$ cat src/rtl/fetch_unit.sv
// fetch_unit: instruction-fetch stage; owns the fetch PC, issues in-order imem requests, buffers words for decode
//   clk_i, rst_n_i            clock, asynchronous active-low reset
//   incr_pc_i                 decode consumes d_inst_o this cycle
//   redirect_i/redirect_pc_i  taken branch/jump: flush and restart fetch at the target
//   imem_req_o/imem_addr_o    request valid and word-aligned byte address
//   imem_gnt_i                request accepted
//   imem_rvalid_i/imem_rdata_i in-order response
//   d_inst_o/d_pc_o/d_valid_o instruction, its PC and validity toward decode
module fetch_unit #(
    parameter logic [31:0] RESET_PC   = 32'h0000_0000,
    parameter int          FIFO_DEPTH = 2,
    parameter logic [31:0] NOP_INST   = 32'h0000_0013
) (
    input  logic        clk_i,
    input  logic        rst_n_i,
    input  logic        incr_pc_i,
    input  logic        redirect_i,
    input  logic [31:0] redirect_pc_i,
    output logic        imem_req_o,
    output logic [31:0] imem_addr_o,
    input  logic        imem_gnt_i,
    input  logic        imem_rvalid_i,
    input  logic [31:0] imem_rdata_i,
    output logic [31:0] d_inst_o,
    output logic [31:0] d_pc_o,
    output logic        d_valid_o
);
    localparam int AW = $clog2(FIFO_DEPTH);
    localparam int CW = AW + 1;

    logic [31:0]   r_fetch_pc;
    logic [31:0]   r_head_pc;
    logic [31:0]   r_mem [FIFO_DEPTH];
    logic [AW-1:0] r_wptr;
    logic [AW-1:0] r_rptr;
    logic [CW-1:0] r_count;
    logic [CW-1:0] r_outst;
    logic [CW-1:0] r_kill;

    logic [CW:0]   w_credit;
    logic          w_req;
    logic          w_fire;
    logic          w_rsp;
    logic          w_kill_rsp;
    logic          w_push;
    logic          w_pop;
    logic [31:0]   w_redir_pc;

    // Buffered words plus in-flight requests never exceed the buffer size, so every response has a slot.
    assign w_credit   = {1'b0, r_count} + {1'b0, r_outst};
    assign w_req      = rst_n_i & ~redirect_i & (w_credit < (CW+1)'(FIFO_DEPTH));
    assign w_fire     = w_req & imem_gnt_i;
    assign w_rsp      = imem_rvalid_i & (r_outst != '0);
    assign w_kill_rsp = w_rsp & (r_kill != '0);
    assign w_push     = w_rsp & ~w_kill_rsp & ~redirect_i;
    assign w_pop      = incr_pc_i & (r_count != '0) & ~redirect_i;
    assign w_redir_pc = redirect_pc_i & ~32'h3;

    assign imem_req_o  = w_req;
    assign imem_addr_o = r_fetch_pc;
    assign d_valid_o   = r_count != '0;
    assign d_inst_o    = d_valid_o ? r_mem[r_rptr] : NOP_INST;
    assign d_pc_o      = r_head_pc;

    always_ff @(posedge clk_i or negedge rst_n_i) begin
        if (!rst_n_i) begin
            r_fetch_pc <= RESET_PC;
            r_head_pc  <= RESET_PC;
            r_wptr     <= '0;
            r_rptr     <= '0;
            r_count    <= '0;
            r_outst    <= '0;
            r_kill     <= '0;
        end else begin
            r_outst <= r_outst + CW'(w_fire) - CW'(w_rsp);
            if (redirect_i) begin
                r_fetch_pc <= w_redir_pc;
                r_head_pc  <= w_redir_pc;
                r_wptr     <= '0;
                r_rptr     <= '0;
                r_count    <= '0;
                // Everything still in flight after this cycle belongs to the old path.
                r_kill     <= r_outst - CW'(w_rsp);
            end else begin
                if (w_fire)
                    r_fetch_pc <= r_fetch_pc + 32'd4;
                if (w_pop) begin
                    r_head_pc <= r_head_pc + 32'd4;
                    r_rptr    <= r_rptr + 1'b1;
                end
                if (w_push)
                    r_wptr <= r_wptr + 1'b1;
                r_count <= r_count + CW'(w_push) - CW'(w_pop);
                if (w_kill_rsp)
                    r_kill <= r_kill - 1'b1;
            end
        end
    end

    always_ff @(posedge clk_i) begin
        if (w_push)
            r_mem[r_wptr] <= imem_rdata_i;
    end

    a_no_push_full: assert property (@(posedge clk_i) disable iff (!rst_n_i)
        !(w_push && r_count == CW'(FIFO_DEPTH)));
    a_kill_le_outst: assert property (@(posedge clk_i) disable iff (!rst_n_i)
        r_kill <= r_outst);
    a_addr_aligned: assert property (@(posedge clk_i) disable iff (!rst_n_i)
        imem_addr_o[1:0] == 2'b00);
endmodule

$ cat config.mk
export PLATFORM = sky130hd
export DESIGN_NAME = fetch_unit
export DESIGN_NICKNAME = d
export VERILOG_FILES = /design/src/rtl/fetch_unit.sv
export SDC_FILE = /design/constraint.sdc
export NUM_CORES = 1
export LEC_CHECK = 0
export BUFFER_PORTS_ARGS = -buffer_cell sky130_fd_sc_hd__buf_2
export CORE_AREA = 10 10 121 123
export CTS_BUF_LIST = sky130_fd_sc_hd__clkbuf_16
export DETAILED_ROUTE_END_ITERATION = 16
export DIE_AREA = 0 0 131 133
export PLACE_DENSITY = 0.79
export SLEW_MARGIN = 25
export SYNTH_ARGS = -nofsm -noshare
export SYNTH_HDL_FRONTEND = slang
export SYNTH_SLANG_ARGS = --single-unit
$ cat constraint.sdc
create_clock -name clk_i -period 4.6 [get_ports clk_i]
set_clock_uncertainty 0.2 [all_clocks]
set_input_delay 0.46 -clock clk_i [delete_from_list [all_inputs] [get_ports clk_i]]
set_output_delay 0.46 -clock clk_i [all_outputs]
set_load 0.05 [all_outputs]
== After elaboration in Yosys (flattened, before gate mapping) ==
Memories as Yosys holds them, arrays and structs flattened.
Cells that the tools add are included.

* Flip-flop bits (word level): 72
* Bits in writable memories: 64
* Input port bits: 70
* Output and inout bits: 98
* Logic and storage cells: 52
* Memories: 1

* Add/sub/neg operators: 11
* $lt $le $gt $ge: 1
* Mux-type cells: 14
* Bitwise gates (word level): 11
* Reductions and logical operators: 7

{| class="wikitable"
|+ Memory list
! memory !! depth !! bits a word !! rd ports !! clocked after Yosys merged registers in !! write ports !! RTL line !! text
|-
| r_mem || 2 || 32 || 1 || 0 || 1 || 33 || <nowiki>logic [31:0] r_mem [FIFO_DEPTH];</nowiki>
|}

{| class="wikitable"
|+ Operators with widths
! kind !! number
|-
| $mux W32 || 5
|-
| $add A32 B3 Y32 const B || 2
|-
| $reduce_bool A2 Y1 || 7
|-
| $and A1 B1 Y1 || 9
|-
| $mux W1 || 6
|-
| $mux W2 || 3
|-
| $sub A2 B1 Y2 || 3
|-
| $add A2 B1 Y2 || 2
|-
| $add A2 B2 Y3 || 1
|-
| $lt A3 B2 Y1 const B || 1
|-
| $add A1 B1 Y1 const B || 2
|-
| $not A1 Y1 || 2
|-
| $sub A2 B1 Y2 const B || 1
|}

== Logic depth before layout (Yosys ltp) ==
Gate-level depths: netlist of the first run.

* Depth in word-level cells: 9
* Mapped depth: 11
* Depth with buffers taken out: 10

== Worst setup path before layout of the first run ==
No wires, ideal clock.

* Path kind: register to register
* From: reg r_count[0]
* To: reg r_outst[1]
* Setup time: 123 ps
* Arrival: 2,938 ps
* Data required time: 4,277 ps
* Slack: 1,339 ps
* Cell stages (with the launch flop): 12
* Buffers on the path: 1
* Clock period less this slack: 3,261 ps
* Cell sequence: dfrtp_1 > and2_1 > fa_1 > or4b_4 > nor2_1 > clkinv_1 > clkbuf_1 > ha_1 > inv_1 > ha_1 > xnor2_1 > xnor2_1

* Cells in the longest elaborated chain, start to end: 6

{| class="wikitable"
|+ Ends and longest elaborated chain
! element !! RTL line !! text
|-
| start, declared || 36 || <nowiki>logic [CW-1:0] r_count;</nowiki>
|-
| start signal, assigned || 93 || <nowiki>r_count <= r_count + CW'(w_push) - CW'(w_pop);</nowiki>
|-
| $add A2 B2 Y3 || 50 || <nowiki>assign w_credit = {1'b0, r_count} + {1'b0, r_outst};</nowiki>
|-
| $lt A3 B2 Y1 || 51 || <nowiki>assign w_req = rst_n_i & ~redirect_i & (w_credit < (CW+1)'(FIFO_DEPTH));</nowiki>
|-
| $and A1 B1 Y1 || 51 ||
|-
| $and A1 B1 Y1 || 52 || <nowiki>assign w_fire = w_req & imem_gnt_i;</nowiki>
|-
| $add A2 B1 Y2 || 75 || <nowiki>r_outst <= r_outst + CW'(w_fire) - CW'(w_rsp);</nowiki>
|-
| $sub A2 B1 Y2 || 75 ||
|-
| end signal, assigned || 75 ||
|-
| end, declared || 37 || <nowiki>logic [CW-1:0] r_outst;</nowiki>
|}

Every way passes these cells.
A chain may end at the register's enable or synchronous reset.

== Final worst setup path of the first run ==
Ends and elaborated chain as after synthesis.

==> results.ini, run 1 <==
[worst_setup_path]
crit_required_ns = 4.75
critPathLaunch = r_count[0]
arrival_ns = 3.73
crit_path_end_kind = flip-flop
r2r_start = r_count[0]
start_kind = flip-flop
crit_fanout = 17
critPathKind = flip-flop to flip-flop

[timing]
fin_tns_setup_ns = 0
finalCriticalPeriod_ns = 3.580
setup_viol = 0
report.final.slew_viol_count = 0
final-hold-violation-count = 0
min_period_over_period = 0.7783
rsz0062_at_grt = no
slew_headroom = 0.3395
hold_slack_ns = 0.02242
timing.fmax_mhz = 279.3
tightest_slew_ns = 0.9870

[global_route]
grt.overflow.total = 0
grt_pass1_wl_um = 26990
grt_pass1_vias = 5194
antenna_found_initial = 0
grtUsageTotal = 0.1976
grt_max_degree = 69

[finish]
ff_latch_area_sq_mm = 0.003625
fillCellCount = 971
fin_nets = 810
synthToLayoutAreaGrowth_pct = 24.32
n_antenna_cell = 0
final_core_util = 0.6373
multi_input_area_sq_mm = 0.002532
drive_above_1_share = 0.2984

[clocking]
cts_root_buf = clkbuf_16
cts_repair_resize_count = 0
postCtsSetupBuffers = 0
clkTransAtPathRegs_ns = 0.06
cts_made_buffers = 17
htreeDepth = 4
cts_tree = built
clkLatencyLatePin_ns = 0.42
clockBufferDepth = 2
hold_buffers = 0
cts_sinks = 132

[power_and_ir_drop]
ir_drop_v = 0.0002404
p_leak_nw = 3.258
seq_power_share = 0.383
power_mw = 3.993
intPower_mw = 2.490
cellPowerDensity_mw_per_mm2 = 506.8
power_frac_clock = 0.331
pwr-share-comb = 0.286
p_sw_mw = 1.503
switching_share = 0.3765

[status]
outcome = complete, no violations

[place]
port_buffers = 161
routabilityCongestion = 0.8936
dp.final_hpwl_um = 12520

[routing]
ant_nets = 0
drt_wl_total_um = 17090
vias_per_cell = 5.568
num_vias = 5100
first_iter_violations = 427
remaining_drc_errors = 0
dr.pass1.iters = 5
wire_per_inst_um = 18.66

[die]
dieArea_sq_mm = 0.01742
fp.dieH_um = 133
ios = 168
dieWidth_um = 131
row_count = 41
core-area_sq_mm = 0.01236
floorplan.initialDensity = 0.5126

[worst_hold_path]
hold_path.class = primary input to flip-flop
worstHoldStart = imem_rdata_i[24]

[yosys]
ys_warn_count = 0
synth_area_per_cell_sq_um = 11.16
netlist_area_sq_mm = 0.006337
seq_area_frac_synth = 0.5718
ys_seq_elements = 132
postSynthCellCount = 568
synthDistinctLibCells = 52

[job]
cap_violations = 0

==> worst max-delay path, cell delays in order (launching register included) <==
cell,delay [ns]
dfrtp_1,0.43
and2_1,0.20
fa_1,0.43
or4b_4,0.60
nor2_1,0.16
clkinv_1,0.46
ha_1,0.48
inv_1,0.04
ha_1,0.18
xnor2_1,0.18
xnor2_1,0.14
==> cells by family after synthesis <==
| family | share of synthesized area |
|---|---|
| muxes | 0.05903 |
| xor gates and xnor gates | 0.05666 |
| and+or+nand+nor | 0.1702 |
| other | 0.0005917 |
| adders and majority gates | 0.01895 |
| DFF | 0.5718 |
| buffers and inverters | 0.03258 |
| AOI/OAI and AO/OA | 0.09023 |
==> sequential cells by signal, indices dropped and copies added (netlist names) <==
name	cells
imem_addr_o	30
r_kill	2
r_rptr	1
r_count	2
r_wptr	1
r_mem	64
r_outst	2
d_pc_o	30
==> layout by cell type (no fill, tap or decap), types with 15 or more instances in the layout <==
master	synthesis	layout
buf_2	0	161
nand2_1	67	67
dfrtp_1	68	67
edfxtp_1	64	64
nor2_1	50	47
o21ai_0	45	45
mux2i_1	34	34
xnor2_1	28	28
nand3_1	24	24
clkbuf_16	0	17
inv_1	15	16
nand4_1	15	15
==> path summary, 6_finish.rpt <==
path / cells after the start / slack (ns) / end
hold / removal: 1 / 0.02 / r_mem[0][24]
max in group asynchronous: 2 / 3.45 / r_rptr
min in group asynchronous: 2 / 0.11 / d_pc_o[18]
setup reg to reg: 10 / 1.02 / r_outst[1]
setup / recovery: 10 / 1.02 / r_outst[1]
hold reg to reg: 1 / 0.36 / r_outst[0]
==> metrics by stage <==
stage,worst slack (ns),cell area (sq um),cells
finish,1.020,7879,916
global route,0.8334,7879,916
CTS,1.053,7873,916
detailed placement,1.089,7288,884
global placement,1.184,7288,884
floorplan,1.339,6349,571
==> per-layer routing <==
layer	wire length [um]	vias to the layer above	GRT usage	share of wire
met5	0	-	0	0
met1	6925	2449	0.2413	0.41
met4	513	0	0.08838	0.030
li1	-	2395	-	-
met2	8216	217	0.3110	0.48
met3	1435	39	0.06312	0.084
==> synthesized netlist by cell type, drive strengths merged <==
cell type  number  area [sq um]
a32oi           1         8.760
mux2i          34         340.3
and3           12         78.82
a211oi          1         7.510
clkbuf         18         67.56
o2111ai         1         8.760
a21oi           7         35.03
or4             2         18.77
nor4           14         102.6
nand2          67         251.5
a211o           1         8.760
a31o            3         26.28
clkinv          2         7.510
buf             9         75.07
edfxtp         64          1922
inv            15         56.30
and4            5         43.79
or3             6         38.79
ha              8         100.1
o211ai         12         100.1
a22o            1         8.760
o311ai          8         85.08
or4b            2         23.77
o21ai          45         225.2
xnor2          28         245.2
o2111a          1         11.26
nand2b          1         6.260
o21a            1         7.510
nor2           50         187.7
and2            7         43.79
conb            1         3.750
and4b           1         10.01
a31oi           2         12.51
nand4          15         93.84
o31a            2         17.52
nand3          24         120.1
nor3            8         40.04
nor2b           3         18.77
dfrtp          68          1702
mux2            3         33.78
xor2           13         113.9
a41oi           1         8.760
fa              1         20.02
==> power groups by stage <==
stage | clock [mW] | sequential [mW] | combinational (mW)
2_1_floorplan | 0 | 1.70 | 0.671
3_3_place_gp | 0 | 1.54 | 1.12
3_5_place_dp | 0 | 1.55 | 1.15
4_1_cts | 1.33 | 1.53 | 1.15
5_1_grt | 1.39 | 1.55 | 1.23
6_report | 1.32 | 1.53 | 1.14
==> layout make-up <==
cell class / instances / area share
clock inverters: 15 / 0.02017
multi-input cells: 395 / 0.3214
inverters: 17 / 0.008099
repair buffers: 168 / 0.1089
flip-flops and latches: 132 / 0.4601
clock buffers: 17 / 0.05399
well taps: 172 / 0.02731
Power figures use the tool's default switching activity.
==> run 2: changes to the inputs <==
--- a/config.mk
+++ b/config.mk
@@ -5,11 +5,12 @@
 export SDC_FILE = /design/constraint.sdc
 export NUM_CORES = 1
 export LEC_CHECK = 0
+export ABC_AREA = 1
 export BUFFER_PORTS_ARGS = -buffer_cell sky130_fd_sc_hd__buf_2
-export CORE_AREA = 10 10 121 123
+export CORE_AREA = 10 10 126 128
 export CTS_BUF_LIST = sky130_fd_sc_hd__clkbuf_16
 export DETAILED_ROUTE_END_ITERATION = 16
-export DIE_AREA = 0 0 131 133
+export DIE_AREA = 0 0 136 138
 export PLACE_DENSITY = 0.79
 export SLEW_MARGIN = 25
 export SYNTH_ARGS = -nofsm -noshare
==> constraint.sdc (replaced) <==
create_clock -name clk_i -period 3.6 [get_ports clk_i]
set_clock_uncertainty 0.2 [all_clocks]
set_input_delay 0.36 -clock clk_i [delete_from_list [all_inputs] [get_ports clk_i]]
set_output_delay 0.36 -clock clk_i [all_outputs]
set_load 0.05 [all_outputs]
==> run 2 against run 1 <==
  * Synthesized cell count up 53%
  * Flip-flop and latch count is the same
  * Wire length up 23%
  * First-iteration DRC count increased by 18%
  * Critical path depth decreased by 4
  * Core utilization rose by 3.8 points
  * Critical path type is now flip-flop to output port
  * Largest cell class unchanged
==> results.ini, run 2 <==
[worst_setup_path]
crit_path_end_kind = output port
start_kind = flip-flop
critPathMaxStageDelay_ns = 0.35  ; -0.25 ns
arrival_ns = 2.06  ; -1.67 ns
crit_required_ns = 3.04  ; -1.71 ns
slowest_stage = dfrtp_1
critPathKind = flip-flop to output port
critical_path.most_common_cell = buf_4
cp_cell_sequence = buf_4 -> clkinv_1 -> buf_4 -> nand2_1 -> a21oi_1 -> buf_2
crit_fanout = 33  ; +16

[job]
cap_violations = 0  ; unchanged

[routing]
ant_nets = 0  ; unchanged
wire_per_inst_um = 16.56  ; -11%
dr.pass1.iters = 5  ; unchanged
vias_per_cell = 5.260  ; -5.5%
num_vias = 6664  ; +31%
remaining_drc_errors = 0  ; unchanged
first_iter_violations = 503  ; +18%
drt_wl_total_um = 20990  ; +23%

[worst_hold_path]
hold_path.class = primary input to flip-flop

[power_and_ir_drop]
power_frac_clock = 0.324  ; -0.007
cellPowerDensity_mw_per_mm2 = 620.8  ; +22%
seq_power_share = 0.349  ; -0.034
ir_drop_v = 0.0002730  ; +14%
p_leak_nw = 4.213  ; +29%
pwr-share-comb = 0.327  ; +0.041
p_sw_mw = 2.263  ; +51%
switching_share = 0.3999  ; +0.02338
intPower_mw = 3.397  ; +36%

[yosys]
postSynth.asyncResetShare = 0.5152  ; unchanged
synthDistinctLibCells = 39  ; -25%
ys_seq_elements = 132  ; unchanged
synth_flop_cell = dfrtp_1
postSynthCellCount = 870  ; +53%
synth_top_area_share = 0.2703  ; -0.03293
yosys-top-cells-area = edfxtp_1 27%, dfrtp_1 24%, nand2_1 15%, inv_1 5.0%, nand3_1 4.6%
synthTopCellsByCount = 285 x nand2_1, 95 x inv_1, 68 x dfrtp_1
netlist_area_sq_mm = 0.007109  ; +12%
synth_edf_count = 64  ; unchanged
synth_area_per_cell_sq_um = 8.172  ; -27%
yosysMostFrequentCell = nand2_1
synth_top_cell_by_area = edfxtp_1
ys_warn_count = 0  ; unchanged
seq_area_frac_synth = 0.5097  ; -0.06209

[finish]
fin_nets = 1153  ; +42%
largest_register = r_mem
largest_reg_flops = 64  ; unchanged
synthToLayoutAreaGrowth_pct = 28.26
design_area_sq_mm = 0.009119  ; +16%
layout_commonest_cell = nand2_1
fillCellCount = 1104  ; +14%
drive_above_1_share = 0.2318  ; -0.06656
final_core_util = 0.6753  ; +0.03797
final_cell_mix = 285 x nand2_1, 161 x buf_2, 96 x inv_1
n_antenna_cell = 0  ; unchanged

[clocking]
cts_root_buf = clkbuf_16
cts_repair_resize_count = 0  ; unchanged
clockBufferDepth = 2  ; unchanged
cts_made_buffers = 17  ; unchanged
clkLatencyLatePin_ns = 0.42  ; about the same
cts_sinks = 132  ; unchanged
clkTransAtPathRegs_ns = 0.06  ; about the same
postCtsSetupBuffers = 0  ; unchanged
cts_tree = built
htreeDepth = 4  ; unchanged
hold_buffers = 38  ; +38

[timing]
slew_headroom = 0.6516  ; +0.3120
fin_tns_setup_ns = 0  ; unchanged
report.final.slew_viol_count = 0  ; unchanged
tightest_slew_ns = 0.5172  ; -0.4699 ns
final-hold-violation-count = 0  ; unchanged
finalCriticalPeriod_ns = 2.623
setup_viol = 0  ; unchanged
timing.fmax_mhz = 381.2
hold_slack_ns = 0.02437  ; +0.001953 ns
rsz0062_at_grt = no
min_period_over_period = 0.7287

[status]
outcome = complete, no violations

[global_route]
grt_pass1_wl_um = 33480  ; +24%
grtUsageTotal = 0.2221  ; +0.02452
antenna_found_initial = 0  ; unchanged
grt_max_degree = 40  ; -42%
grt.overflow.total = 0  ; unchanged
grt_pass1_vias = 6602  ; +27%

[die]
fp.dieH_um = 138  ; +3.8%
row_count = 43  ; +4.9%
dieArea_sq_mm = 0.01877  ; +7.7%
floorplan.initialDensity = 0.5265  ; +0.01385
dieWidth_um = 136  ; +3.8%
core-area_sq_mm = 0.01350  ; +9.2%
ios = 168  ; unchanged

[place]
place_area_sq_mm = 0.008108  ; +11%
routabilityCongestion = 0.9287  ; +3.9%
dp.final_hpwl_um = 14890  ; +19%
port_buffers = 161  ; unchanged

-- run 2: cell count changes after synthesis, moves of 14 or more --
cell / before / now
inv_1: 15 / 95
nand2_1: 67 / 285
xnor2_1: 28 / 7
inv_2: 0 / 14
mux2i_1: 34 / 0
nand3_1: 24 / 65
a21oi_1: 7 / 37
-- run 2: cell families after synthesis --
group | after synthesis | share of synthesized area
XOR/XNOR | 21 | 0.02587
flip-flops | 132 | 0.5097
other | 1 | 0.0005275
AND/OR/NAND/NOR | 463 | 0.2853
buffers and inverters | 138 | 0.07726
adder cells (fa/ha/maj) | 9 | 0.01690
AO/OA/AOI/OAI | 106 | 0.08448
-- run 2: path summary, 6_finish.rpt --
check | start | to | slack, ns | depth (start not counted)
setup / recovery | r_rptr | d_inst_o[5] | 0.98 | 6
hold / removal | redirect_pc_i[23] | imem_addr_o[23] | 0.02 | 3
setup reg to reg | r_count[0] | imem_addr_o[18] | 1.29 | 12
hold reg to reg | r_wptr | r_wptr | 0.32 | 1
max in group asynchronous | rst_n_i | imem_addr_o[20] | 1.89 | 4
min in group asynchronous | rst_n_i | imem_addr_o[31] | 0.43 | 3
-- run 2: final cells by class --
| cell class | count | area [sq um] | area share |
|---|---|---|---|
| multi-input cells | 603 | 2962 | 0.3248 |
| inverters | 111 | 416.7 | 0.04569 |
| repair buffers | 209 | 1261 | 0.1383 |
| clock inverters | 15 | 205.2 | 0.02250 |
| flip-flops and latches | 132 | 3623 | 0.3974 |
| well taps | 180 | 225.2 | 0.02470 |
| clock buffers | 17 | 425.4 | 0.04665 |
-- run 2: layer usage --
layer	GRT usage	vias to the layer above	wire (um)
met5	0	-	0
met4	0.1004	0	718
met3	0.05652	49	1790
met2	0.3685	299	10130
met1	0.2634	3074	8346
li1	-	3242	-
-- run 2: power groups by stage --
stage	logic [mW]	clock network, mW	registers, mW
CTS	1.85	1.85	1.97
floorplan	0.953	0	2.36
detailed placement	1.81	0	2.00
global route	2.00	1.93	2.00
finish	1.85	1.84	1.98
global placement	1.78	0	1.99
-- run 2: per-stage QoR --
| step | cells | setup slack, ns | power, mW |
|---|---|---|---|
| final | 1267 | 0.9766 | 5.660 |
| after global routing | 1267 | 0.8899 | 5.935 |
| after CTS | 1267 | 0.9700 | 5.677 |
| after detailed placement | 1197 | 1.290 | 3.808 |
| after global placement | 1197 | 1.291 | 3.774 |
| after floorplan | 873 | 0.7822 | 3.317 |
-- run 2: worst max-delay path, delay by kind of cell, from the launching register on --
kind / cells / cell delay, ns
DFF: 1 / 0.35
buffers and inverters: 4 / 1.01
and+or+nand+nor: 1 / 0.11
AOI/OAI and AO/OA: 1 / 0.17
==> run 3: changes to the inputs <==
==> constraint.sdc (replaced) <==
create_clock -name clk_i -period 2.6 [get_ports clk_i]
set_clock_uncertainty 0.2 [all_clocks]
set_input_delay 0.26 -clock clk_i [delete_from_list [all_inputs] [get_ports clk_i]]
set_output_delay 0.26 -clock clk_i [all_outputs]
set_load 0.05 [all_outputs]
==> run 3 against run 2 <==
  * Flip-flop and latch count unchanged
  * Via count grew 2.1%
  * Worst setup slack lost 0.84 ns
  * Clock power grew 24%
  * Wire length rose by 2.7%
  * Worst hold slack worse by 0.00088 ns
  * Largest power group unchanged
==> results.ini, run 3 (synthesis results as in run 2) <==
[worst_setup_path]
start_kind = flip-flop
critPathLaunch = r_count[1]
r2r_end = r_count[1]
crit_required_ns = 2.14  ; -0.90 ns
crit_fanout = 30  ; -9.1%
worst-r2r-setup-slack_ns = 0.30  ; -0.99 ns
reg2reg_depth = 9  ; -3
r2r_start = r_count[1]
crit_path_end_kind = output port
arrival_ns = 2.00  ; -0.06 ns
critPathCapture = d_inst_o[0]
critPathKind = flip-flop to output port
slowest_stage = dfrtp_1
cp_cell_sequence = nor2_2 -> buf_6 -> inv_1 -> nand3_1 -> buf_2
critPathMaxStageDelay_ns = 0.43  ; +0.08 ns

[finish]
largest_reg_flops = 64  ; unchanged
fillCellCount = 1057  ; -4.3%
drive_above_1_share = 0.2292  ; -0.002589
largest_register = r_mem
final_cell_mix = 285 x nand2_1, 161 x buf_2, 95 x inv_1
fin_nets = 1174  ; +1.8%
layout_commonest_cell = nand2_1
fin_cells = 1289  ; +1.7%
synthToLayoutAreaGrowth_pct = 30.41
design_area_sq_mm = 0.009271  ; +1.7%

[die]
floorplan.initialDensity = 0.5265  ; unchanged
fp.dieH_um = 138  ; unchanged
dieWidth_um = 136  ; unchanged
dieArea_sq_mm = 0.01877  ; unchanged
row_count = 43  ; unchanged
ios = 168  ; unchanged
core-area_sq_mm = 0.01350  ; unchanged

[clocking]
cts_made_buffers = 17  ; unchanged
clockBufferDepth = 2  ; unchanged
cts_tree = built
clkLatencyLatePin_ns = 0.42  ; about the same
cts_sinks = 132  ; unchanged
clkTransAtPathRegs_ns = 0.06  ; about the same
postCtsSetupBuffers = 0  ; unchanged
cts_root_buf = clkbuf_16
htreeDepth = 4  ; unchanged

[timing]
report.final.slew_viol_count = 0  ; unchanged
min_period_over_period = 0.9458
slew_headroom = 0.5400  ; -0.1115
tightest_slew_ns = 0.6873  ; +0.1702 ns
final-hold-violation-count = 0  ; unchanged
fin_tns_setup_ns = 0  ; unchanged
setup_viol = 0  ; unchanged
timing.fmax_mhz = 406.7
rsz0062_at_grt = no
finalCriticalPeriod_ns = 2.459

[global_route]
antenna_found_initial = 1  ; +1
grtUsageTotal = 0.2280  ; +0.005892
grt_pass1_vias = 6711  ; +1.7%
grt_pass1_wl_um = 34390  ; +2.7%
grt.overflow.total = 0  ; unchanged
grt_max_degree = 46  ; +15%

[routing]
drt_wl_total_um = 21560  ; +2.7%
num_vias = 6803  ; +2.1%
vias_per_cell = 5.278  ; +0.34%
first_iter_violations = 616  ; +22%
dr.pass1.iters = 5  ; unchanged
wire_per_inst_um = 16.72  ; +0.97%
ant_nets = 0  ; unchanged
remaining_drc_errors = 0  ; unchanged

[place]
port_buffers = 161  ; unchanged
placedCellCount = 1199  ; +0.17%
routabilityCongestion = 0.9464  ; +1.9%
dp.final_hpwl_um = 15130  ; +1.6%
place_area_sq_mm = 0.008123  ; +0.19%

[worst_hold_path]
hold_path.class = primary input to flip-flop

[power_and_ir_drop]
cellPowerDensity_mw_per_mm2 = 824.4  ; +33%
ir_drop_v = 0.0004053  ; +48%
p_leak_nw = 4.286  ; +1.7%

[job]
cap_violations = 0  ; unchanged

[status]
outcome = complete, no violations

==> run 3: cell types whose count changed in the layout (fill, tap and decap cells not counted), sizes merged <==
cell / change
dlygate4sd3: +19
inv: +5
bufinv: -4
clkinvlp: -3
buf: +2
clkinv: +2
diode: +1
==> run 3: worst max-delay path: cells and delay by family, from the launching register on <==
| kind | cells | cell delay [ns] |
|---|---|---|
| simple gates | 2 | 0.40 |
| buf+inv | 3 | 0.72 |
| flops | 1 | 0.43 |
==> run 3: metal layers <==
layer / wire, um / part of all wire / vias to the layer above / global-route usage
met1: 8747 / 0.41 / 3171 / 0.2855
met4: 850 / 0.039 / 0 / 0.1043
met3: 1756 / 0.081 / 54 / 0.05290
li1: - / - / 3275 / -
met5: 0 / 0 / - / 0
met2: 10200 / 0.47 / 303 / 0.3644
==> run 3: power breakdown <==
part           internal, mW  switching [mW]  total (mW)
sequential             2.47           0.281        2.75
clock                  1.26            1.03        2.29
combinational         0.660            1.95        2.61
==> run 3: through the flow <==
| stage | setup slack, ns | power [mW] | hold slack [ns] | utilization |
|---|---|---|---|---|
| 2_1_floorplan | 0.05047 | 4.592 | -0.2356 | - |
| 3_3_place_gp | 0.2245 | 5.239 | 0.1864 | 0.6015 |
| 3_5_place_dp | 0.2332 | 5.290 | 0.1887 | 0.6015 |
| 4_1_cts | 0.1123 | 7.643 | 0.0001806 | 0.6855 |
| 5_1_grt | 0.08363 | 8.014 | 0.02758 | 0.6866 |
| 6_report | 0.1409 | 7.644 | 0.02349 | 0.6866 |
==> run 3: cell type report <==
cell class / count / area (sq um) / share of cell area
clock inverters: 15 / 138.9 / 0.01498
inverters: 111 / 416.7 / 0.04494
flip-flops and latches: 132 / 3623 / 0.3908
well taps: 180 / 225.2 / 0.02429
repair buffers: 230 / 1470 / 0.1586
diodes: 1 / 2.502 / 0.0002699
clock buffers: 17 / 425.4 / 0.04588
multi-input cells: 603 / 2969 / 0.3202
==> run 3: worst min-delay path by stage <==
| stage | startpoint | to | cells after the start |
|---|---|---|---|
| floorplan | rst_n_i | d_pc_o[10] | 0 |
| global placement | rst_n_i | d_pc_o[24] | 2 |
| detailed placement | rst_n_i | d_pc_o[24] | 2 |
| CTS | redirect_pc_i[20] | d_pc_o[20] | 5 |
| global route | redirect_pc_i[16] | d_pc_o[16] | 4 |
| finish | imem_gnt_i | imem_addr_o[17] | 3 |
==> run 3: what timing repair did <==
| action | 4_1_cts | 5_1_grt |
|---|---|---|
| hold buffers | 57 | 0 |
| setup endpoints to repair | 0 | 1 |
| resized for setup | 0 | 1 |
| endpoints found under the hold margin | 129 | 0 |
